===== src/rtl/fetch_stage.sv =====
// fetch_stage: instruction fetch stage feeding decode.
// Owns the fetch PC, issues word requests on a valid/ready channel, tracks the
// PC of every in-flight request in order, buffers returned words in a small
// FIFO and presents the head to decode as F_inst/F_pc/F_valid.
// Redirects flush the FIFO and mark all in-flight responses for discard.
// Optional build macro FETCH_PERF_EN adds the F_stall_cnt/F_drop_cnt counters.
module fetch_stage #(
    parameter int              XLEN      = 32,
    parameter logic [XLEN-1:0] RESET_PC  = '0,
    parameter int              BUF_DEPTH = 2
) (
    input  logic            clk,
    input  logic            rst,
    input  logic            F_stall,
    input  logic            F_redirect,
    input  logic [XLEN-1:0] F_target,
    output logic            imem_req_valid,
    input  logic            imem_req_ready,
    output logic [XLEN-1:0] imem_addr,
    input  logic            imem_rsp_valid,
    input  logic [XLEN-1:0] imem_rsp_data,
    output logic [XLEN-1:0] F_inst,
    output logic [XLEN-1:0] F_pc,
    output logic            F_valid
`ifdef FETCH_PERF_EN
    ,
    output logic [31:0]     F_stall_cnt,
    output logic [31:0]     F_drop_cnt
`endif
);

    // Pointer width for the FIFO and the in-flight PC queue; counters need one
    // extra bit so that the value BUF_DEPTH itself is representable.
    localparam int PTR_W = (BUF_DEPTH > 1) ? $clog2(BUF_DEPTH) : 1;
    localparam int CNT_W = PTR_W + 1;
    localparam logic [CNT_W:0] DEPTH_L = (CNT_W + 1)'(BUF_DEPTH);

    // Fetching is held off until the first clock edge after reset release.
    logic             started_q;

    logic [XLEN-1:0]  pc_q,      pc_d;
    logic [CNT_W-1:0] out_q,     out_d;
    logic [CNT_W-1:0] drop_q,    drop_d;
    logic [CNT_W-1:0] cnt_q,     cnt_d;
    logic [PTR_W-1:0] wr_ptr_q,  wr_ptr_d;
    logic [PTR_W-1:0] rd_ptr_q,  rd_ptr_d;
    logic [PTR_W-1:0] pq_wr_q,   pq_wr_d;
    logic [PTR_W-1:0] pq_rd_q,   pq_rd_d;

    // Instruction FIFO storage and the in-order queue of requested PCs.
    logic [XLEN-1:0]  inst_mem [BUF_DEPTH];
    logic [XLEN-1:0]  pc_mem   [BUF_DEPTH];
    logic [XLEN-1:0]  pcq_mem  [BUF_DEPTH];

    logic             pop;
    logic             rsp_fire;
    logic             rsp_drop;
    logic             push;
    logic             accept;
    logic [CNT_W:0]   slots_used;

    // Word alignment of redirect targets simply ignores the two low bits.
    logic [1:0]       unused_target_lsb;
    assign unused_target_lsb = F_target[1:0];

    // Handshakes, credit check and the decode-facing outputs.
    always_comb begin
        F_valid   = (cnt_q != '0);
        pop       = F_valid && !F_stall && !F_redirect;
        // A response with nothing outstanding (e.g. one issued before a reset)
        // is not ours and is ignored entirely.
        rsp_fire  = imem_rsp_valid && (out_q != '0);
        rsp_drop  = rsp_fire && (F_redirect || (drop_q != '0));
        push      = rsp_fire && !rsp_drop;
        // Slots in use: in-flight requests plus buffered words. A head pop in
        // this cycle frees its slot at the same edge at which a new request
        // could be accepted, and that request's data cannot arrive before the
        // following edge, so the popped slot is already free for it. This is
        // what sustains one instruction per cycle with a two-entry buffer.
        slots_used = {1'b0, out_q} + {1'b0, cnt_q} - {{CNT_W{1'b0}}, pop};
        imem_req_valid = started_q && !F_redirect && (slots_used < DEPTH_L);
        imem_addr = pc_q;
        accept    = imem_req_valid && imem_req_ready;
        F_inst    = F_valid ? inst_mem[rd_ptr_q] : '0;
        F_pc      = F_valid ? pc_mem[rd_ptr_q]   : '0;
    end

    // Next-state for PC, outstanding/drop counters and queue pointers.
    always_comb begin
        pc_d     = pc_q;
        out_d    = out_q + CNT_W'(accept) - CNT_W'(rsp_fire);
        drop_d   = drop_q;
        cnt_d    = cnt_q;
        wr_ptr_d = wr_ptr_q;
        rd_ptr_d = rd_ptr_q;
        pq_wr_d  = pq_wr_q + PTR_W'(accept);
        pq_rd_d  = pq_rd_q + PTR_W'(rsp_fire);

        if (F_redirect) begin
            // Everything still in flight belongs to the old path. No request
            // is accepted this cycle, so out_d equals the new drop count.
            pc_d     = {F_target[XLEN-1:2], 2'b00};
            drop_d   = out_q - CNT_W'(rsp_fire);
            cnt_d    = '0;
            rd_ptr_d = wr_ptr_q;
        end else begin
            if (accept) begin
                pc_d = pc_q + XLEN'(4);
            end
            if (rsp_drop) begin
                drop_d = drop_q - CNT_W'(1);
            end
            cnt_d    = cnt_q + CNT_W'(push) - CNT_W'(pop);
            wr_ptr_d = wr_ptr_q + PTR_W'(push);
            rd_ptr_d = rd_ptr_q + PTR_W'(pop);
        end
    end

    // Control state register with asynchronous reset.
    always_ff @(posedge clk or posedge rst) begin
        if (rst) begin
            started_q <= 1'b0;
            pc_q      <= RESET_PC;
            out_q     <= '0;
            drop_q    <= '0;
            cnt_q     <= '0;
            wr_ptr_q  <= '0;
            rd_ptr_q  <= '0;
            pq_wr_q   <= '0;
            pq_rd_q   <= '0;
        end else begin
            started_q <= 1'b1;
            pc_q      <= pc_d;
            out_q     <= out_d;
            drop_q    <= drop_d;
            cnt_q     <= cnt_d;
            wr_ptr_q  <= wr_ptr_d;
            rd_ptr_q  <= rd_ptr_d;
            pq_wr_q   <= pq_wr_d;
            pq_rd_q   <= pq_rd_d;
        end
    end

    // Storage writes: record requested PCs, and pair accepted data with the
    // oldest in-flight PC. Pointers alone define validity, so no reset here.
    always_ff @(posedge clk) begin
        if (accept) begin
            pcq_mem[pq_wr_q] <= pc_q;
        end
        if (push) begin
            inst_mem[wr_ptr_q] <= imem_rsp_data;
            pc_mem[wr_ptr_q]   <= pcq_mem[pq_rd_q];
        end
    end

`ifdef FETCH_PERF_EN
    logic [31:0] stall_cnt_q;
    logic [31:0] drop_cnt_q;

    // Performance counters: stalled-with-valid cycles and discarded responses.
    always_ff @(posedge clk or posedge rst) begin
        if (rst) begin
            stall_cnt_q <= '0;
            drop_cnt_q  <= '0;
        end else begin
            if (F_valid && F_stall) begin
                stall_cnt_q <= stall_cnt_q + 32'd1;
            end
            if (rsp_drop) begin
                drop_cnt_q <= drop_cnt_q + 32'd1;
            end
        end
    end

    assign F_stall_cnt = stall_cnt_q;
    assign F_drop_cnt  = drop_cnt_q;
`endif

endmodule

===== config.mk =====
export PLATFORM = sky130hd
export DESIGN_NAME = fetch_stage
export DESIGN_NICKNAME = d
export VERILOG_FILES = /design/src/rtl/fetch_stage.sv
export SDC_FILE = /design/constraint.sdc
export NUM_CORES = 1
export LEC_CHECK = 0
export BUFFER_PORTS_ARGS = -buffer_cell sky130_fd_sc_hd__buf_2
export CAP_MARGIN = 20
export CORE_ASPECT_RATIO = 0.6
export CORE_MARGIN = 1.5
export CORE_UTILIZATION = 50
export DETAILED_ROUTE_END_ITERATION = 6
export GPL_ROUTABILITY_DRIVEN = 0
export PLACE_DENSITY = 0.73
export SLEW_MARGIN = 10
export SYNTH_ARGS = -nofsm -noshare
export SYNTH_HDL_FRONTEND = slang
export SYNTH_SLANG_ARGS = --single-unit

===== constraint.sdc =====
create_clock -name clk -period 4.9 [get_ports clk]
set_clock_uncertainty 0.1 [all_clocks]
set_input_delay 0.735 -clock clk [delete_from_list [all_inputs] [get_ports clk]]
set_output_delay 0.735 -clock clk [all_outputs]
set_load 0.02 [all_outputs]

Word level (Yosys, flattened, before mapping)
Memories as Yosys holds them, arrays and structs flattened.
Index checks and enable logic that the tools add are counted.
{"block": "word_totals", "ff_bits": 43, "ram_bits": 192, "in_bits": 70, "output_inout_bits": 98, "wordCells": 55, "mem_count": 3}
{"memory": "inst_mem", "words": 2, "width": 32, "read_ports": 1, "rd_ports_with_merged_regs": 0, "wr": 1, "line": "51", "rtl": "logic [XLEN-1:0] inst_mem [BUF_DEPTH];"}
{"memory": "pc_mem", "words": 2, "width": 32, "read_ports": 1, "rd_ports_with_merged_regs": 0, "wr": 1, "line": "52", "rtl": "logic [XLEN-1:0] pc_mem [BUF_DEPTH];"}
{"memory": "pcq_mem", "words": 2, "width": 32, "read_ports": 1, "rd_ports_with_merged_regs": 0, "wr": 1, "line": "53", "rtl": "logic [XLEN-1:0] pcq_mem [BUF_DEPTH];"}
{"block": "classes", "add_sub_neg": 13, "order_cmp": 1, "n_mux": 12, "reduce_logical": 17}
{"operator": "2-to-1 mux 32 bit", "count": 4}
{"operator": "adder 32 x 3 -> 32 bit (second input constant)", "count": 1}
{"operator": "nonzero test 2 bit", "count": 5}
{"operator": "logical AND 1 bit", "count": 8}
{"operator": "2-to-1 mux 2 bit", "count": 3}
{"operator": "subtractor 2 x 1 -> 2 bit", "count": 3}
{"operator": "2-to-1 mux 1 bit", "count": 5}
{"operator": "adder 1 bit", "count": 4}
{"operator": "adder 2 x 1 -> 2 bit", "count": 2}
{"operator": "adder 2 x 2 -> 3 bit", "count": 1}
{"operator": "logical NOT 1 bit", "count": 3}
{"operator": "less-than comparator 3 x 2 -> 1 bit (second input constant)", "count": 1}
{"operator": "subtractor 3 x 1 -> 3 bit", "count": 1}
{"operator": "subtractor 2 x 1 -> 2 bit (second input constant)", "count": 1}
{"operator": "logical OR 1 bit", "count": 1}

Depth between registers and ports, before layout
{"block": "depth", "ltp_word": 9, "ltp_mapped": 13, "ltp_nobuf": 11}

Worst setup path after synthesis
OpenSTA, ideal clock, no wires.
{"block": "synth_timing", "path_type": "in2reg", "from": "input port F_redirect", "to": "memory pcq_mem[1][10], enable pin", "setup_ns": 0.390, "t_arrival_ns": 3.491, "required_time_ns": 4.410, "slack_ns": 0.920, "stages": 10, "path_buffers": 3, "cell_sequence": "clkbuf_1 > nor4_1 > o21ai_0 > fa_1 > nand4b_1 > nand2b_1 > buf_2 > inv_1 > buf_2 > ha_1"}
{"block": "synth_via", "elab_chain_len": 8, "elab_cells_between_ends": 9, "cone_classes": "1 x add/sub; 1 x order compare; 2 x mux; 5 x reduce/logical"}
{"element": "start, declared", "line": "15", "rtl": "input logic F_redirect,"}
{"element": "logical NOT 1 bit *", "line": "69, 81"}
{"element": "logical AND 1 bit", "line": "69", "rtl": "pop = F_valid && !F_stall && !F_redirect;"}
{"element": "subtractor 3 x 1 -> 3 bit", "line": "80", "rtl": "slots_used = {1'b0, out_q} + {1'b0, cnt_q} - {{CNT_W{1'b0}}, pop};"}
{"element": "less-than comparator 3 x 2 -> 1 bit", "line": "81", "rtl": "imem_req_valid = started_q && !F_redirect && (slots_used < DEPTH_L);"}
{"element": "logical AND 1 bit *", "line": "81"}
{"element": "logical AND 1 bit *", "line": "83", "rtl": "accept = imem_req_valid && imem_req_ready;"}
{"element": "2-to-1 mux 1 bit *", "line": "147", "rtl": "if (accept) begin"}
{"element": "2-to-1 mux 1 bit (not written as such) *", "line": "148", "rtl": "pcq_mem[pq_wr_q] <= pc_q;"}
{"element": "end, declared", "line": "53"}
Every way passes the cells marked *; elsewhere a longest branch is shown, timed or not.

Worst setup path after layout
{"block": "layout_timing", "from": "register cnt_q[1]", "to": "output port imem_req_valid"}
{"block": "layout_via", "elab_chain_len": 6, "elab_cells_between_ends": 7, "cone_classes": "2 x add/sub; 1 x order compare; 4 x reduce/logical"}
{"element": "start, declared", "line": "44", "rtl": "logic [CNT_W-1:0] cnt_q, cnt_d;"}
{"element": "start signal, assigned", "line": "136", "rtl": "cnt_q <= cnt_d;"}
{"element": "branches (longest 3 deep; another with adder 2 x 2 -> 3 bit)"}
{"element": "subtractor 3 x 1 -> 3 bit *", "line": "80"}
{"element": "less-than comparator 3 x 2 -> 1 bit *", "line": "81"}
{"element": "logical AND 1 bit *", "line": "81"}
{"element": "end, declared", "line": "17", "rtl": "output logic imem_req_valid,"}
Mark *: on every way between the ends.

==> impl_results.md <==
* CP startpoint kind: flip-flop
* Clock Path Buffers at 3
* Total CTS buffers at 21
* Fin crit share at 0.722
* Port Buffers at 161
* Worst-Margin Slew at between 700 and 800 ps
* ANT nets after route at 0
* Top routing layer in use: met4
* Post-Synth Simple-Gate Area at 0.0860
* Met2 routed WL at 9.00 mm
* Post-DP Area at 10400 um^2
* Crit-path max FO at 3
* H-tree levels at 1
* Post-Synth Adder-Cell Area at 0.0183
* # DRC at 0
* Synth area leaders: edfxtp_1, dfrtp_1, mux2i_1
* Leakage power at ~4.5 nW
* Total gr overflow at 0
* Max cap viols at 0
* Finished Core Util at 0.614
* Die W at 179 um
* Synth-to-Final Area Change at 19.9%
* Post-synthesis compound-gate area fraction at 0.0498
* Vias at a little under 6000
* Routed vias/inst at between 5 and 6
* Ys async rst share at 0.182
* Leading area contributor after synthesis: edfxtp_1
* Post-synth EDFFs at between 150 and 200
* TritonCTS clock tree: done
* Required @ worst endpoint at 4070 ps
* Post-Route WL at 19.7 mm
* Maximum vdd ir drop at 0.000222 V
* Final hold viol count at 0
* Largest net degree at the start of global routing at 64
* WL/cell at between 15 and 20 um
* Setup bufs post-CTS at 0
* Root buf cell: clkbuf_16
* Fin nets at between 800 and 900
* Std-Cell Rows at 38
* Final HPWL DP at 12.8 mm
* P per Cell Area at 481 nW/um^2
* F_max at roughly 280 MHz
* Critical Path Sink Type: output pin
* Post-route minimum period at 3540 ps
* Mapped Cells at about 630
* Post-synthesis cell area at 9280 um^2
* # hold bufs at CTS at 0
* Finished Cell Area at 11100 um^2
* Hold crit path type: input port to async pin
* Total Routing Usage GR at 0.202
* WL met1 at between 8 and 9 mm
* Slew HR at 0.488
* Die ar. at 19400 um^2
* Core Footprint at ~18000 um^2
* Met3 wire length at 1.75 mm
* Skew-Pair Late Insertion Delay at 500 ps
* Share of cells above drive strength 1 at 0.307
* CP Class: flip-flop to output pin
* Top FF cell, synth: edfxtp_1
* Initial drt markers at 640
* Initial antenna violation count at 1
* Pre-CTS setup slack at 1070 ps
* Global-route wire length before repair at 29.8 mm
* Status: finished clean
* Die H at between 100 and 150 um
* I/O pin cnt at 168
* Top-area cell type share of the netlist area at 0.596
* Resize count post-CTS at 0
* Vias in the first global route at 5588
* Setup-failing EPs final at 0
* RSZ-0062 raised after global routing: no
* Initial Util at 0.512
* Mux share of post-synthesis cell area at 0.104
* Drt pass-1 iters at 5
* Setup TNS at 0 ps
* Main combinational cell family by area after synthesis: multiplexers
* CTS clock-pin slew for the worst setup and hold paths at 60 ps
* # clock sinks at 225
* Ys Warns at 0
* Worst EP arrival at 2700 ps
* Final Max Tran Viols at 0
* Final Worst Setup Slack at 1360 ps
* Hold WS at 268 ps
* Distinct cells, synth at 45
* Flops & latches, synth at 225
* Post-synthesis sequential area ratio at 0.706
* Mean Syn Cell Area at 14.7 um^2
* Synth Area in XOR/XNOR at 0.0104
==> final timing paths <==
check	depth (start not counted)	start	slack, ps	to
max in group asynchronous	3	rst	4000	rd_ptr_q$_DFF_PP0_
worst min-delay path	3	rst	270	imem_addr[3]$_DFFE_PP0P_
min in group clk	1	imem_rsp_data[0]	330	inst_mem[0][0]$_DFFE_PP_
worst min register to register	2	wr_ptr_q$_DFFE_PP0N_	430	wr_ptr_q$_DFFE_PP0N_
worst max-delay path	7	cnt_q[1]$_DFF_PP0_	1360	imem_req_valid
worst max register to register	10	cnt_q[1]$_DFF_PP0_	1630	pcq_mem[0][6]$_DFFE_PP_
==> power by group <==
group | leakage, nW | switching [mW] | internal [mW] | total [mW]
Sequential | 2.16 | 0.196 | 2.30 | 2.49
Combinational | 1.94 | 0.698 | 0.488 | 1.19
Clock | 0.360 | 0.669 | 1.00 | 1.67
==> metrics by stage <==
step | total power, mW | instances
floorplan | 3.32 | 635
global placement | 3.66 | 1015
detailed placement | 3.71 | 1015
CTS | 5.39 | 1053
global route | 5.59 | 1055
finish | 5.35 | 1056
==> logic make-up after synthesis <==
group | count (synthesis)
adders and majority gates | 13
xor gates and xnor gates | 11
muxes | 93
AOI/OAI and AO/OA | 67
buffers and inverters | 51
other | 2
and+or+nand+nor | 170
DFF | 225
==> state kept, by name (all words and copies together) (netlist names) <==
name,count
cnt_q,2
drop_q,2
imem_addr,30
inst_mem,64
out_q,2
pc_mem,60
pcq_mem,60
pq_rd_q,1
pq_wr_q,1
rd_ptr_q,1
started_q,1
wr_ptr_q,1
==> worst max-delay path, stage by stage (launching register included) <==
cell and delay (ps):
dfrtp_1 440, inv_1 110, nor4_1 420, o21ai_0 210
fa_1 410, xor2_1 230, and4_1 230, buf_2 170
==> synth_stat cells (all sizes together) (2+ instances only) <==
cell type	instances
nand4	8
inv	18
dfrtp	41
buf	21
a21oi	5
nor2	81
nor4	7
edfxtp	184
conb	2
mux2	30
and2	4
xor2	6
a22oi	4
mux2i	63
o21ai	20
a31oi	3
o311ai	15
or3	2
nand3	20
nor3	2
a221o	2
o211ai	15
xnor2	5
nand2	39
clkbuf	12
ha	12
==> layout by cell type (no fill, tap or decap), types with 4 or more instances in the layout <==
cell type  Yosys  routed
a21oi_1        5       5
a22oi_1        4       4
and2_1         4       4
buf_2          8     161
buf_4          4      10
clkbuf_1      12       4
clkbuf_16      0      22
clkbuf_8       0       5
clkinv_2       0       4
conb_1         2       5
dfrtp_1       41      40
edfxtp_1     184     184
ha_1          12      10
inv_1         18      18
mux2_2        30      30
mux2i_1       63      63
nand2_1       37      37
nand3_1       20      20
nand4_1        6       6
nor2_1        81      79
nor4_1         5       5
o211ai_1      15      15
o21ai_0       20      20
o311ai_0       9       9
o311ai_1       6       6
xnor2_1        5       5
xor2_1         6       6
==> area by class of cell <==
type | count | area, um^2
fillers | 1376 | 6990
clock inverters | 7 | 88.8
flip-flops and latches | 225 | 6560
diodes | 2 | 5.00
clock buffers | 31 | 634
multi-input cells | 359 | 2530
repair buffers | 174 | 941
well taps | 240 | 300
inverters | 18 | 67.6
==> layer usage <==
metal | vias to the layer above | track usage
li1 | 2679 | -
met1 | 2861 | 0.281
met2 | 257 | 0.319
met3 | 51 | 0.0475
met4 | 0 | 0.0595
met5 | - | 0
Note: power is estimated with default switching activity, not from simulation.
